### src/rtl/histo_frame_ctrl.sv
// rtl/histo_frame_ctrl.sv - frame histogram controller: accumulate pixels, then drain every bin downstream
// Defining HISTO_FRAME_CTRL_SUMCHK_EN adds sum_err, a check that drained bin counts add up to the pixel count.
module histo_frame_ctrl #(
  parameter int NUM_BINS = 1024,
  parameter int RD_LAT   = 1,
  parameter int CNT_W    = 24
) (
  input  logic             clk,
  input  logic             rst,
  input  logic             frame_start,
  input  logic             frame_end,
  input  logic [9:0]       pix_in,
  input  logic             pix_valid_in,
  output logic             hist_rw,
  output logic [9:0]       hist_pixel,
  output logic             hist_pixel_valid,
  output logic [9:0]       hist_bin,
  input  logic [CNT_W-1:0] hist_data,
  output logic [9:0]       out_bin,
  output logic [CNT_W-1:0] out_data,
  output logic             out_valid,
  input  logic             out_ready,
  output logic             out_last,
  output logic             busy,
  output logic             frame_drop,
`ifdef HISTO_FRAME_CTRL_SUMCHK_EN
  output logic [CNT_W-1:0] pix_count,
  output logic             sum_err
`else
  output logic [CNT_W-1:0] pix_count
`endif
);

  localparam logic [9:0] LAST_BIN  = 10'(NUM_BINS - 1);
  localparam logic [2:0] WAIT_LAST = 3'(RD_LAT - 1);

  typedef enum logic [2:0] {
    S_IDLE, S_ACCUM, S_ADDR, S_WAIT, S_PRESENT, S_DONE
  } state_t;

  state_t           state_q;
  logic             end_seen_q;
  logic             hist_rw_q;
  logic [9:0]       hist_pixel_q;
  logic             hist_pixel_valid_q;
  logic [9:0]       bin_q;
  logic [9:0]       bin_d;
  logic [2:0]       wait_q;
  logic [9:0]       out_bin_q;
  logic [CNT_W-1:0] out_data_q;
  logic             out_valid_q;
  logic             out_last_q;
  logic             busy_q;
  logic             frame_drop_q;
  logic [CNT_W-1:0] pix_count_q;
  logic [CNT_W-1:0] pix_count_d;

  assign hist_rw          = hist_rw_q;
  assign hist_pixel       = hist_pixel_q;
  assign hist_pixel_valid = hist_pixel_valid_q;
  assign hist_bin         = bin_q;
  assign out_bin          = out_bin_q;
  assign out_data         = out_data_q;
  assign out_valid        = out_valid_q;
  assign out_last         = out_last_q;
  assign busy             = busy_q;
  assign frame_drop       = frame_drop_q;
  assign pix_count        = pix_count_q;

  always_comb begin
    pix_count_d = (&pix_count_q) ? pix_count_q : pix_count_q + CNT_W'(1);
    bin_d       = bin_q + 10'd1;
  end

  always_ff @(posedge clk or posedge rst) begin
    if (rst) begin
      state_q            <= S_IDLE;
      end_seen_q         <= 1'b0;
      hist_rw_q          <= 1'b0;
      hist_pixel_q       <= '0;
      hist_pixel_valid_q <= 1'b0;
      bin_q              <= '0;
      wait_q             <= '0;
      out_bin_q          <= '0;
      out_data_q         <= '0;
      out_valid_q        <= 1'b0;
      out_last_q         <= 1'b0;
      busy_q             <= 1'b0;
      frame_drop_q       <= 1'b0;
      pix_count_q        <= '0;
    end else begin
      frame_drop_q <= frame_start && (state_q != S_IDLE);
      case (state_q)
        S_IDLE: begin
          if (frame_start) begin
            state_q     <= S_ACCUM;
            busy_q      <= 1'b1;
            hist_rw_q   <= 1'b1;
            pix_count_q <= '0;
            end_seen_q  <= frame_end;
          end
        end
        S_ACCUM: begin
          // After frame_end, one more cycle lets the last registered pixel reach the histogram.
          if (end_seen_q) begin
            state_q            <= S_ADDR;
            end_seen_q         <= 1'b0;
            hist_rw_q          <= 1'b0;
            hist_pixel_valid_q <= 1'b0;
          end else begin
            hist_pixel_q       <= pix_in;
            hist_pixel_valid_q <= pix_valid_in;
            if (pix_valid_in) pix_count_q <= pix_count_d;
            if (frame_end) end_seen_q <= 1'b1;
          end
        end
        S_ADDR: begin
          wait_q  <= '0;
          state_q <= S_WAIT;
        end
        S_WAIT: begin
          if (wait_q == WAIT_LAST) begin
            out_data_q  <= hist_data;
            out_bin_q   <= bin_q;
            out_last_q  <= (bin_q == LAST_BIN);
            out_valid_q <= 1'b1;
            state_q     <= S_PRESENT;
          end else begin
            wait_q <= wait_q + 3'd1;
          end
        end
        S_PRESENT: begin
          if (out_ready) begin
            out_valid_q <= 1'b0;
            out_last_q  <= 1'b0;
            if (bin_q == LAST_BIN) begin
              state_q <= S_DONE;
            end else begin
              bin_q   <= bin_d;
              state_q <= S_ADDR;
            end
          end
        end
        S_DONE: begin
          bin_q   <= '0;
          busy_q  <= 1'b0;
          state_q <= S_IDLE;
        end
        default: state_q <= S_IDLE;
      endcase
    end
  end

`ifdef HISTO_FRAME_CTRL_SUMCHK_EN
  // Compared against an unsaturated pixel count so large frames still check exactly.
  logic [CNT_W+9:0] sum_q;
  logic [CNT_W+9:0] raw_cnt_q;
  logic             sum_err_q;

  assign sum_err = sum_err_q;

  always_ff @(posedge clk or posedge rst) begin
    if (rst) begin
      sum_q     <= '0;
      raw_cnt_q <= '0;
      sum_err_q <= 1'b0;
    end else if (state_q == S_IDLE && frame_start) begin
      sum_q     <= '0;
      raw_cnt_q <= '0;
      sum_err_q <= 1'b0;
    end else begin
      if (state_q == S_ACCUM && !end_seen_q && pix_valid_in) raw_cnt_q <= raw_cnt_q + 1'b1;
      if (state_q == S_PRESENT && out_ready) sum_q <= sum_q + {10'b0, out_data_q};
      if (state_q == S_DONE) sum_err_q <= (sum_q != raw_cnt_q);
    end
  end
`endif

endmodule

### config.mk
export PLATFORM = sky130hd
export DESIGN_NAME = histo_frame_ctrl
export DESIGN_NICKNAME = d
export VERILOG_FILES = /design/src/rtl/histo_frame_ctrl.sv
export SDC_FILE = /design/constraint.sdc
export NUM_CORES = 1
export LEC_CHECK = 0
export ABC_AREA = 1
export ABC_CLOCK_PERIOD_IN_PS = 5800
export BUFFER_PORTS_ARGS = -buffer_cell sky130_fd_sc_hd__buf_2
export CORE_ASPECT_RATIO = 1.75
export CORE_MARGIN = 2
export CORE_UTILIZATION = 57
export CTS_CLUSTER_DIAMETER = 30
export DETAILED_ROUTE_END_ITERATION = 16
export PLACE_DENSITY = 0.86
export REMOVE_ABC_BUFFERS = 1
export SLEW_MARGIN = 15
export SYNTH_ARGS = -nofsm -noshare
export SYNTH_HDL_FRONTEND = slang
export SYNTH_SLANG_ARGS = --single-unit
### constraint.sdc
create_clock -name clk -period 5.8 [get_ports clk]
set_input_delay 0.58 -clock clk [delete_from_list [all_inputs] [get_ports clk]]
set_output_delay 0.58 -clock clk [all_outputs]
set_load 0.05 [all_outputs]
# Word level (Yosys, flattened, before mapping)
# Index checks and enable logic that the tools add are counted.
dict set report word_totals {
  register_bits 91
  out_inout_bits 84
  word_cells 83
}
dict set report classes {
  n_addsub 3
  eq_ne 15
  mux 30
  bitwise_logic 1
  reduce_logical 20
}
# operator n
set op_table {}
lappend op_table {{$mux 24} 4}
lappend op_table {{$pmux 24 s2} 1}
lappend op_table {{$add 24x1->24 const B} 1}
lappend op_table {{$reduce_and 24->1} 1}
lappend op_table {{$mux 10} 2}
lappend op_table {{$pmux 10 s2} 1}
lappend op_table {{$mux 3} 6}
lappend op_table {{$ne 2x2->1 const B} 9}
lappend op_table {{$pmux 3 s5} 1}
lappend op_table {{$add 10x1->10 const B} 1}
lappend op_table {{$eq 10x10->1 const B} 1}
lappend op_table {{$pmux 1 s2} 5}
lappend op_table {{$reduce_and 2->1} 5}
lappend op_table {{$reduce_bool 2->1} 5}
lappend op_table {{$mux 1} 9}
lappend op_table {{$reduce_and 3->1} 3}
lappend op_table {{$eq 3x2->1 const B} 2}
lappend op_table {{$eq 3x3->1 const B} 2}
lappend op_table {{$logic_not 3->1} 2}
lappend op_table {{$pmux 3 s2} 1}
lappend op_table {{$reduce_and 5->1} 1}
lappend op_table {{$reduce_and 4->1} 1}
lappend op_table {{$add 3x1->3 const B} 1}
lappend op_table {{$eq 3x1->1 const B} 1}
lappend op_table {{other kinds (3)} 3}

# Longest topological paths before layout
# Gate-level depths: netlist (run 1).
dict set report depth {
  word_depth 5
  mapped_depth 11
  ltp_nobuf 11
}

# Worst setup path after synthesis (run 1)
# No wires, ideal clock.
dict set report synth_path {
  path_type {register -> register}
  start {register pix_count_q[0] (netlist: pix_count[0])}
  end {register pix_count_q[13] (netlist: pix_count[13])}
  setup_time_ns 0.076
  arrival_time_ns 1.902
  required_ns 5.724
  setup_slack_ns 3.822
  path_stages_with_launch 11
  path_buffers 1
  synth_period_minus_slack_ns 1.978
  cell_sequence {dfrtp_1 ha_1 nand2_1 nor2_4 nand2_2 nor2_4 nand2_2 nand2_4 buf_6 nand2_1 o21ai_1}
}
dict set report synth_via {
  elab_chain_cells 5
}
# item line_no
set synth_lines {}
lappend synth_lines {{from (decl)} 55} ;# logic [CNT_W-1:0] pix_count_q;
lappend synth_lines {{from (signal assigned)} 113} ;# if (pix_valid_in) pix_count_q <= pix_count_d;
lappend synth_lines {{$add 24x1->24} 71} ;# pix_count_d = (&pix_count_q) ? pix_count_q : pix_count_q + CNT_W'(1);
lappend synth_lines {{$mux 24} 71}
lappend synth_lines {{$mux 24} 113}
lappend synth_lines {{$mux 24} 105} ;# if (end_seen_q) begin
lappend synth_lines {{$pmux 24 s2} 93} ;# case (state_q)
# Parallel ways exist; a longest one is shown, timed or not. The select of a mux whose other input is x is not followed.
# A chain may end at the register's enable or synchronous reset.

# Worst setup path in the final report (run 1)
dict set report layout_path {
  start {register state_q[2]}
  end {register state_q[0]}
}
dict set report layout_via {
  elab_chain_cells 3
}
# item line_no
set layout_lines {}
lappend layout_lines {{from (decl)} 41} ;# state_t state_q;
lappend layout_lines {{from (signal assigned)} 77} ;# state_q <= S_IDLE;
lappend layout_lines {{from (signal assigned)} 96} ;# state_q <= S_ACCUM;
lappend layout_lines {{from (signal assigned)} 106} ;# state_q <= S_ADDR;
lappend layout_lines {{$eq 3x2->1, or another cell as far along} 93}
lappend layout_lines {{$ne 2x2->1 (no source line)} n/a}
lappend layout_lines {{$reduce_and 4->1 (no source line)} n/a}
# Parallel ways exist; a longest one is shown, timed or not.

==> run metrics, run 1 <==
status=complete, no violations; R2R cell count=8; number of global-route vias before repair=4054; Hold Path Class=in2async; Crit Path Max Fanout=22; Tcrit/Tclk final=34.2%; GPL Wtd Cong=0.951; slowest CP cell=dfrtp_1; Die Footprint=8770 um^2; P_leak=0.00300 uW; CP startpoint kind=flop; Clock Latency Late Sink=350 ps; Yosys reg bits=91; top-area cell type share of the netlist area=49.9%; Slew Viols, Final=0; Internal Power=1400 uW; drt pass-1 iters=4; number of I/O pins=124; Slew @ Worst Pin=762 ps; Clk pwr share=21.6%; CP arrival=2180 ps; clock tree root driver cell=clkbuf_16; final worst slack=3820 ps; mean post-synth cell area=7.69 um^2; gr ovfl total=0; Clock Path Buffers=2; worst endpoint required time=6000 ps; Detailed Place HPWL=8090 um; largest net degree at the start of global routing=62; Multi-input gate area=2010 um^2; sequential share of the synthesized area=49.9%; Vias/cell=5.27; CTS resizes=0; 1st-iter DRT viols=374; final setup TNS=0 ps; PwrDens=494 nW/um^2; initial antenna violation count=0; setup bufs post-CTS=0; Net Sw Power=1330 uW; Yosys cell types=32; row count=43; global-route wire length before repair=18300 um; final WL=11200 um; Max Cap Viol=0; biggest area consumer among synthesized cells=dfrtp_1; clock slew at reported path FFs=70 ps; clock sinks=91; skew final=8.29 ps; switching share of power=48.7%; Finished Layout Cells=811; dpl cells=796; Remaining DRCs=0; Total GRT Usage=26.6%; reg2reg start=state_q[2]; pre-CTS setup slack=3820 ps; core footprint=7860 um^2; Period minus WS final=1980 ps; commonest cells after routing, fill and taps aside=nand2_1 (271), buf_2 (123), dfrtp_1 (91); FMAX=504 MHz; type of destination of the critical path=flop; post-route ant nets=0; nets=761; Area contributors post-synth=dfrtp_1 (50%), nand2_1 (22%), nor2_1 (4.1%), inv_1 (3.7%), nand3_1 (3.4%); Hold Fails Final Rpt=0; Comb pwr share=45.2%; Antenna Cells=0; CTS tree=done; Cell Area, Synth=4570 um^2; H-tree depth reported by CTS=3; Rel. slew slack=49.2%; cell count after synthesis=594; unrepaired setup endpoints after global routing=no; register area=2280 um^2; area added between synthesis and finish=20.8%; starting density of the core=58.1%; critical path class=reg2reg; Warnings, synthesis=0; CP max stage delay=430 ps; Seq pwr share=33.2%; Die W=71.7 um; critical path cell sequence=inv_2, nand3_4, inv_2, nand2_1, nand2_1, nor3_2, o21ai_0, nand3_1; register-to-register setup slack=3820 ps; Die H=122 um; Fillers=648; layout cells sized above 1=23.6%; Routed WL per cell=13.8 um; Hold WS=245 ps; via count=4275; number of CTS-inserted buffers=9; most common cell after layout, fill and taps aside=nand2_1; CTS Hold Bufs=0; Port Buf Inserts=123; maximum vdd drop=0.418 mV; R2R Path End=state_q[0]; Final setup viols=0
[worst max-delay path, delay by kind of cell, from the launching register on]
family,cells,cell delay [ps]
AOI/OAI and AO/OA,1,80
buffers and inverters,2,460
DFF,1,430
and+or+nand+nor,5,850
[per-stage QoR]
step | total power, uW | cell area (um^2) | utilization [%]
floorplan | 1830 | 4470 | -
global placement | 2110 | 5220 | 66.4
detailed placement | 2150 | 5220 | 66.4
CTS | 2750 | 5520 | 70.2
global route | 2880 | 5520 | 70.2
finish | 2730 | 5520 | 70.2
[cells in the mapped netlist]
library cell / n
ha_1: 4
o21bai_1: 7
nand4_1: 14
o22ai_1: 1
a21oi_1: 1
inv_1: 45
nand2_1: 271
nor3_2: 1
clkbuf_8: 1
xnor2_1: 1
xor2_1: 9
buf_2: 5
nand3b_1: 2
clkinv_1: 1
nand2_4: 2
a22o_1: 1
o21ai_1: 7
nor2_1: 50
o21ai_0: 14
nand3_4: 1
nand3_1: 31
a21oi_2: 2
buf_6: 4
dfrtp_1: 91
nor2_4: 3
nor2_2: 3
inv_2: 3
nor3_1: 2
nand2_2: 3
or2_2: 5
o21ai_2: 6
clkbuf_1: 3
[cell type report]
cell class              count  area share [%]
well taps                  90            2.04
clock inverters             5            1.13
clock buffers              10            4.33
flip-flops and latches     91            41.3
multi-input cells         441            36.4
repair buffers            125            11.4
inverters                  49            3.36
[registers in the layout (all words and copies together) (netlist names)]
name / cells
out_data: 24
pix_count: 24
hist_pixel: 10
state_q: 3
wait_q: 3
out_valid: 1
out_bin: 10
hist_bin: 10
hist_pixel_valid: 1
out_last: 1
busy: 1
end_seen_q: 1
hist_rw: 1
frame_drop: 1
[worst max path at each step]
stage / start / endpoint / slack [ps] / cells past startpoint
after floorplan: rst / busy / 2860 / 1
after global placement: state_q[2] / state_q[0] / 3880 / 8
after detailed placement: state_q[2] / state_q[0] / 3820 / 8
after CTS: state_q[2] / state_q[0] / 3800 / 8
after global routing: state_q[2] / state_q[0] / 3600 / 8
final: state_q[2] / state_q[0] / 3820 / 8
[routing by layer]
| layer | global-route usage [%] | share of wire (%) | vias up |
|---|---|---|---|
| li1 | - | - | 2098 |
| met1 | 31.4 | 38 | 2013 |
| met2 | 46.4 | 54 | 131 |
| met3 | 4.35 | 4.5 | 33 |
| met4 | 13.0 | 3.7 | 0 |
| met5 | 0 | 0 | - |
[power groups by stage]
stage / Clock [uW] / Sequential, uW / Combinational (uW)
2_1_floorplan: 0 / 1410 / 419
3_3_place_gp: 0 / 904 / 1210
3_5_place_dp: 0 / 911 / 1240
4_1_cts: 599 / 904 / 1240
5_1_grt: 624 / 922 / 1340
6_report: 588 / 905 / 1230
[cells by family (layout without fill, tap and decap cells)]
logic type	count (synthesis)	in the layout	share of synthesized area, %
and+or+nand+nor	388	388	35.6
DFF	91	91	49.9
buffers and inverters	62	189	6.11
AOI/OAI and AO/OA	39	39	5.42
xor gates and xnor gates	10	10	1.92
adders and majority gates	4	4	1.10
(Power assumes the default switching activity.)
==> inputs of run 2 (changes only) <==
--- a/config.mk
+++ b/config.mk
@@ -6,14 +6,14 @@
 export NUM_CORES = 1
 export LEC_CHECK = 0
 export ABC_AREA = 1
-export ABC_CLOCK_PERIOD_IN_PS = 5800
+export ABC_CLOCK_PERIOD_IN_PS = 2050
 export BUFFER_PORTS_ARGS = -buffer_cell sky130_fd_sc_hd__buf_2
 export CORE_ASPECT_RATIO = 1.75
 export CORE_MARGIN = 2
-export CORE_UTILIZATION = 57
+export CORE_UTILIZATION = 53
 export CTS_CLUSTER_DIAMETER = 30
 export DETAILED_ROUTE_END_ITERATION = 16
-export PLACE_DENSITY = 0.86
+export PLACE_DENSITY = 0.81
 export REMOVE_ABC_BUFFERS = 1
 export SLEW_MARGIN = 15
 export SYNTH_ARGS = -nofsm -noshare
==> constraint.sdc (replaced) <==
create_clock -name clk -period 2.05 [get_ports clk]
set_input_delay 0.205 -clock clk [delete_from_list [all_inputs] [get_ports clk]]
set_output_delay 0.205 -clock clk [all_outputs]
set_load 0.05 [all_outputs]
==> run 2 against run 1 <==
Net effect: cell area rose by 3.0%; critical path depth did not move; count of clock-buffer cells in the layout rose by 1; sequential power rose to 2.8 times the previous value; via count rose by 1.5%; core utilization fell by 1.9 points; clock power rose to 2.7 times the previous value; global-route usage fell by 0.88 points; routed wire length rose by 4.2%; first-iteration DRC count fell by 20%; non-clock buffer count rose by 16; largest cell class unchanged.
==> run metrics, run 2 (synthesized netlist as in run 1, its figures left out) <==
skew final=8.64 ps; via count=4340; critical path cell sequence=ha_1, nand2_1, nor2_1, nand2_1, nor2_1, or2_2, nand3_1, o21ai_2; Slew Viols, Final=0; row count=44; Tcrit/Tclk final=91.4%; Hold Fails Final Rpt=0; CP max stage delay=440 ps; Vias/cell=5.09; Slew @ Worst Pin=694 ps; GPL Wtd Cong=0.869; drt pass-1 iters=7; 1st-iter DRT viols=299; number of global-route vias before repair=4066; commonest cells after routing, fill and taps aside=nand2_1 (271), buf_2 (123), dfrtp_1 (91); final WL=11700 um; unrepaired setup endpoints after global routing=no; maximum vdd drop=1.08 mV; Total GRT Usage=25.7%; type of destination of the critical path=flop; slowest CP cell=dfrtp_1; PnR Total Power=7800 uW; initial antenna violation count=0; Detailed Place HPWL=8910 um; Hold WS=49.6 ps; Rel. slew slack=53.7%; status=complete, no violations; worst endpoint required time=2320 ps; CP arrival=2140 ps; Die W=74.2 um; nets=777; layout cells sized above 1=25.1%; Antenna Cells=0; largest net degree at the start of global routing=41; Die H=127 um; CP startpoint kind=flop; starting density of the core=54.9%; number of I/O pins=124; H-tree depth reported by CTS=3; FMAX=534 MHz; clock sinks=91; area added between synthesis and finish=24.5%; clock slew at reported path FFs=70 ps; core footprint=8310 um^2; Final setup viols=0; post-route ant nets=0; Max Cap Viol=0; final worst slack=177 ps; Clock Path Buffers=2; gr ovfl total=0; Hold Path Class=in2reg; P_leak=0.00308 uW; critical path class=reg2reg; cell area after layout=5690 um^2; clock tree root driver cell=clkbuf_16; Port Buf Inserts=123; setup bufs post-CTS=0; number of CTS-inserted buffers=9; Period minus WS final=1870 ps; PwrDens=1370 nW/um^2; pre-CTS setup slack=199 ps; CTS tree=done; Post-DP Area=5390 um^2; most common cell after layout, fill and taps aside=nand2_1; Routed WL per cell=13.7 um; Clock Latency Late Sink=340 ps; Remaining DRCs=0; Crit Path Max Fanout=7; Die Footprint=9400 um^2; global-route wire length before repair=18700 um
-- run 2: worst max-delay path: cells and delay by family (launching register included) --
family | cells | cell delay (ps)
compound gates | 1 | 130
simple gates | 6 | 980
fa+ha+maj | 1 | 250
flops | 1 | 440
-- run 2: what timing repair did --
action | CTS | global route
setup endpoints to repair | 0 | 4
gates resized for setup | 0 | 1
endpoints found under the hold margin | 36 | 0
hold buffers | 1 | 0
-- run 2: metrics by stage --
step,setup TNS [ps],utilization [%],instances
global placement,0,64.8,836
floorplan,-47200,-,581
finish,0,68.4,853
global route,0,68.4,853
CTS,0,68.3,853
detailed placement,0,64.8,836
-- run 2: power breakdown --
part / leakage (uW) / internal [uW] / switching (uW) / total (uW)
Clock: 0.000136 / 859 / 699 / 1560
Combinational: 0.00175 / 891 / 2810 / 3700
Sequential: 0.00119 / 2260 / 289 / 2550
-- run 2: layer usage --
metal	part of all wire, %	wire (um)	up-vias	GRT usage, %
met1	38	4440	2040	29.4
met3	4.1	476	28	3.42
li1	-	-	2134	-
met5	0	0	-	0
met4	2.8	332	0	11.1
met2	55	6440	138	46.3
-- run 2: path summary, 6_finish.rpt --
path                            slack (ps)  cells past startpoint       endpoint          start
worst min-delay path                    50                      3   out_data[15]  hist_data[15]
worst max register to register         180                      8  pix_count[10]   pix_count[0]
max in group asynchronous              860                      4     state_q[2]            rst
min in group asynchronous              490                      3  pix_count[10]            rst
worst min register to register         480                      2   out_data[15]   out_data[15]
worst max-delay path                   180                      8  pix_count[10]   pix_count[0]
-- run 2: layout make-up --
| cell class | instances | area (um^2) |
|---|---|---|
| clock buffer | 11 | 243 |
| clock inverter | 5 | 38.8 |
| fill | 713 | 2630 |
| inverter | 49 | 185 |
| multi-input combinational | 441 | 2020 |
| sequential | 91 | 2280 |
| tap | 115 | 144 |
| timing repair buffer | 141 | 778 |
